<file path="src/rtl/dot_product_seq.sv">
// dot_product_seq
// Sequences an iterative multiplier over a stream of operand pairs. It also
// accumulates the products into an unsigned dot-product sum.
//
// Ports
//   in_clk, in_rst              clock (rising edge) / async active-low reset
//   in_a, in_b, in_valid,
//   in_last, out_ready          upstream operand-pair stream
//   out_mult_a, out_mult_b,
//   out_mult_start              operands and one-cycle start to the multiplier
//   in_mult_finished,
//   in_mult_prod                multiplier done level and product
//   out_sum, out_count, out_ovf accumulated sum, term count (saturating),
//                               sticky overflow
//   out_valid, in_ack           result handshake to the consumer
//
// The multiplier is expected to share in_rst with this block.
module dot_product_seq #(
  parameter int unsigned IN_BITS  = 8,
  parameter int unsigned OUT_BITS = 16,
  parameter int unsigned ACC_BITS = 24,
  parameter int unsigned CNT_BITS = 8
) (
  input  logic                in_clk,
  input  logic                in_rst,
  input  logic [IN_BITS-1:0]  in_a,
  input  logic [IN_BITS-1:0]  in_b,
  input  logic                in_valid,
  input  logic                in_last,
  output logic                out_ready,
  output logic [IN_BITS-1:0]  out_mult_a,
  output logic [IN_BITS-1:0]  out_mult_b,
  output logic                out_mult_start,
  input  logic                in_mult_finished,
  input  logic [OUT_BITS-1:0] in_mult_prod,
  output logic [ACC_BITS-1:0] out_sum,
  output logic [CNT_BITS-1:0] out_count,
  output logic                out_ovf,
  output logic                out_valid,
  input  logic                in_ack
);

  typedef enum logic [2:0] {
    IDLE,
    START,
    SETTLE,
    WAIT,
    ACC,
    DONE
  } state_t;

  state_t            state;
  logic              last_r;
  logic [ACC_BITS:0] acc_next;

  // Keep one extra bit so the carry out of the wrapping add can set the overflow flag.
  always_comb begin
    acc_next = {1'b0, out_sum} + {{(ACC_BITS + 1 - OUT_BITS){1'b0}}, in_mult_prod};
  end

  assign out_ready = (state == IDLE);

  always_ff @(posedge in_clk or negedge in_rst) begin
    if (!in_rst) begin
      state          <= IDLE;
      last_r         <= 1'b0;
      out_mult_a     <= '0;
      out_mult_b     <= '0;
      out_mult_start <= 1'b0;
      out_sum        <= '0;
      out_count      <= '0;
      out_ovf        <= 1'b0;
      out_valid      <= 1'b0;
    end else begin
      case (state)
        IDLE: begin
          if (in_valid) begin
            out_mult_a     <= in_a;
            out_mult_b     <= in_b;
            last_r         <= in_last;
            out_mult_start <= 1'b1;
            state          <= START;
          end
        end
        START: begin
          out_mult_start <= 1'b0;
          state          <= SETTLE;
        end
        // A finished level left over from the previous product may still be
        // visible here, so it is deliberately not sampled in this state.
        SETTLE: begin
          state <= WAIT;
        end
        WAIT: begin
          if (in_mult_finished) begin
            state <= ACC;
          end
        end
        ACC: begin
          out_sum <= acc_next[ACC_BITS-1:0];
          if (acc_next[ACC_BITS]) begin
            out_ovf <= 1'b1;
          end
          if (out_count != '1) begin
            out_count <= out_count + CNT_BITS'(1);
          end
          if (last_r) begin
            out_valid <= 1'b1;
            state     <= DONE;
          end else begin
            state <= IDLE;
          end
        end
        DONE: begin
          if (in_ack) begin
            out_sum   <= '0;
            out_count <= '0;
            out_ovf   <= 1'b0;
            out_valid <= 1'b0;
            state     <= IDLE;
          end
        end
        default: begin
          state <= IDLE;
        end
      endcase
    end
  end

endmodule

</file>
<file path="config.mk">
export PLATFORM = sky130hd
export DESIGN_NAME = dot_product_seq
export DESIGN_NICKNAME = d
export VERILOG_FILES = /design/src/rtl/dot_product_seq.sv
export SDC_FILE = /design/constraint.sdc
export NUM_CORES = 1
export LEC_CHECK = 0
export CAP_MARGIN = 0
export CORE_UTILIZATION = 43
export DETAILED_ROUTE_END_ITERATION = 12
export GPL_TIMING_DRIVEN = 0
export HOLD_SLACK_MARGIN = 0.02
export PLACE_DENSITY = 0.84
export SYNTH_ARGS = -nofsm -noshare
export SYNTH_HDL_FRONTEND = slang
export SYNTH_SLANG_ARGS = --single-unit
</file>
<file path="constraint.sdc">
create_clock -name in_clk -period 1.89 [get_ports in_clk]
set_input_delay 0.567 -clock in_clk [delete_from_list [all_inputs] [get_ports in_clk]]
set_output_delay 0.567 -clock in_clk [all_outputs]
set_load 0.02 [all_outputs]
</file>
==> results.py <==
metrics = {
    "drt": {
        "wire_per_inst_um": 16.3,
        "vias": 2941,
        "routed_wl_mm": 8.74,
        "firstDrtPassIters": 4,
        "drc": 0,
        "initialDrtViolationCount": 111,
        "ant_nets": 0,
        "post_drt_via_cell_ratio": 5.50,
    },
    "yosys": {
        "synth_seq_cells": 55,
        "synthXorXnorAreaFrac_pct": 3.34,
        "synthFlopType": "dfrtp_1",
        "synth_cell_types": 49,
        "synthTopCellsByArea": "dfrtp_1 (44%), ha_1 (6.8%), mux2_2 (6.4%)",
        "synth_top_family_by_area": "compound AO/OA/AOI/OAI gates",
        "async_reset_ff_share_pct": 100,
        "yosys.area_share.simple_pct": 15.9,
        "syn-cell-area_um2": 3150,
        "synth_top_cell_by_area": "dfrtp_1",
        "synth-adder-area-share_pct": 7.40,
        "syn_nets": 372,
        "synth_most_common_cell": "dfrtp_1",
        "syn_inst": 316,
        "syn_avg_cell_area_um2": 9.96,
        "synth_compound_area_share_pct": 18.6,
        "synth.top_cell.area_share_pct": 43.7,
        "yosys_warnings": 0,
        "synth_edf_count": 0,
        "ys_seq_area_share_pct": 43.7,
        "muxShareOfSynthArea_pct": 8.03,
        "synthTopCellsByCount": "dfrtp_1 (55), nand2_1 (29), a21oi_1 (23), o21ai_0 (23)",
    },
    "sta": {
        "finalCritPeriodShare_pct": 109,
        "skew_ps": 14.6,
        "hold_ws_ps": 246,
        "finalCriticalPeriod_ps": 2060,
        "rsz0062_at_grt": "yes",
        "hold_viol_final": 0,
        "setup_slack_ps": -173,
        "setup_viol": 18,
        "slew_viol_final": 0,
        "timing.fmax_mhz": 485,
        "worst_slew_pin_slew_ps": 630,
        "fin_tns_setup_ps": -2150,
        "maxSlewHeadroom_pct": 58.0,
    },
    "power": {
        "p_leak_nw": 2.28,
        "p_per_area_nw_per_um2": 1490,
        "ir_worst_vdd_uv": 878,
        "switchingPower_mw": 3.12,
        "finalPower_mw": 7.20,
        "clkPwrFrac_pct": 9.8,
        "netSwitchingFraction_pct": 43.4,
        "internal_power_mw": 4.07,
        "seqPwrFrac_pct": 28.7,
        "power_frac_comb_pct": 61.5,
    },
    "floorplanning": {
        "fp.dieW_um": 87.5,
        "core_area_um2": 6940,
        "dieArea_um2": 7660,
        "row_count": 30,
        "initial_core_util_pct": 45.3,
        "ioPinCount": 90,
        "fp.dieH_um": 87.5,
    },
    "cells_and_area": {
        "post-route-cell-area_um2": 4820,
        "finalNetCount": 494,
        "drive_gt1_share_pct": 27.3,
        "antenna_cells": 0,
        "final_core_util_pct": 69.4,
        "area_delta_synth_final_pct": 53.2,
        "fin_cells": 535,
    },
    "clock_network": {
        "clk_pin_slew_worst_paths_ps": 110,
        "numCtsBuffers": 5,
        "clockBufferDepth": 2,
        "cts.sinks": 55,
        "clock_latency_ps": 320,
        "clockRootBuffer": "clkbuf_8",
        "cts_hold_buf": 0,
        "cts_tree": "yes",
        "htreeDepth": 2,
    },
    "setup_path": {
        "worstPathArrival_ps": 2270,
        "max_stage_delay_ps": 430,
        "crit_type": "flip-flop to flip-flop",
        "r2r_cells": 9,
        "start_kind": "flip-flop",
        "worstPathMaxFanout": 4,
        "end_kind": "flip-flop",
        "crit_path_cell_trace": "ha_4, inv_2, fa_2, nand2b_4, a21oi_4, o211ai_1, a211oi_2, xnor2_1, nor2_1",
        "worstPathRequired_ps": 2090,
        "cp_slowest_cell": "dfrtp_1",
    },
    "global_routing": {
        "gr-total-overflow": 0,
        "grt_pass1_wl_mm": 13.6,
        "grt_max_degree": 32,
        "antenna_found_initial": 0,
        "grt_usage_pct": 22.6,
        "grt_pass1_vias": 2991,
    },
    "hold_path": {
        "hold_path.class": "primary input to asynchronous set/reset pin",
    },
    "outcome": {
        "violations": "negative setup slack",
        "status": "finished with violations",
    },
    "place": {
        "dpl.hpwl_mm": 5.90,
        "gp_congestion": 0.887,
        "dpl_cell_area_um2": 4340,
        "place_inst": 502,
        "pre_cts_ws_ps": -899,
        "io_buffers": 89,
    },
    "job": {
        "drv_cap": 0,
    },
}
[what timing repair did]
| action | in CTS | in global routing |
|---|---|---|
| setup buffers | 19 | 8 |
| gates resized for setup | 95 | 30 |
| pin swaps | 39 | 16 |
| setup endpoints to repair | 52 | 45 |
[cell usage in the layout, fill, tap and decap left out, types with 6 or more instances in the layout]
cell type         n
a21oi_1          14
buf_2             8
buf_4            25
clkdlybuf4s50_1  23
dfrtp_1          54
dlygate4sd2_1    45
dlymetal6s2s_1   15
ha_4             16
inv_1            10
mux2_2           18
nand2_1          25
nand2b_1          8
nand3_1          11
nor2_1           18
nor3_1            6
o211ai_1          7
o21ai_0          13
o21ai_1           7
xor2_1            7
[path summary, 6_finish.rpt]
kind                                              from                      end  slack [ps]
worst max-delay path            out_sum[0]$_DFFE_PN0P_  out_sum[18]$_DFFE_PN0P_        -170
worst min-delay path                            in_rst  out_sum[14]$_DFFE_PN0P_         250
worst max register to register  out_sum[0]$_DFFE_PN0P_  out_sum[18]$_DFFE_PN0P_        -170
worst min register to register     out_ovf$_DFFE_PN0P_      out_ovf$_DFFE_PN0P_         520
max in group asynchronous                       in_rst     state[0]$_DFFE_PN0P_        1050
min in group in_clk                out_ovf$_DFFE_PN0P_      out_ovf$_DFFE_PN0P_         520
[routing by layer]
metal / vias up / GRT usage [%] / share of wire, %
met3: 12 / 5.75 / 6.5
li1: 1387 / - / -
met5: - / 0 / 0
met1: 1430 / 26.8 / 40
met2: 112 / 40.9 / 52
met4: 0 / 5.96 / 1.0
[sequential cells by signal (all words and copies together), names as in the netlist]
register        cells
out_sum            24
out_count           8
out_mult_a          8
out_mult_b          8
state               3
last_r              1
out_mult_start      1
out_ovf             1
out_valid           1
[layout make-up]
cell class	count	area (µm²)
fill	525	2120
clock buffer	5	68.8
timing repair buffer	117	1080
buffer	9	45.0
inverter	11	41.3
sequential	55	1380
tap	96	120
clock inverter	3	26.3
multi-input combinational	239	2060
[power groups by stage]
stage	sequential (mW)	clock [mW]	combinational, mW
3_5_place_dp	2.07	0	3.87
6_report	2.06	0.708	4.43
4_1_cts	2.08	0.726	4.17
5_1_grt	2.13	0.761	4.77
3_3_place_gp	2.03	0	3.78
2_1_floorplan	2.53	0	1.96
[cells by family after synthesis]
logic type,Yosys count
buffers and inverters,22
AO/OA/AOI/OAI,87
flip-flops,55
multiplexers,23
adder cells (fa/ha/maj),18
XOR/XNOR,12
AND/OR/NAND/NOR,99
[worst max-delay path, delay by kind of cell (launching register included)]
family	cells	cell delay, ps
AOI/OAI and AO/OA	3	630
adders and majority gates	2	490
DFF	1	430
and+or+nand+nor	2	210
xor gates and xnor gates	1	140
buffers and inverters	1	30
Power figures use the tool's default switching activity.
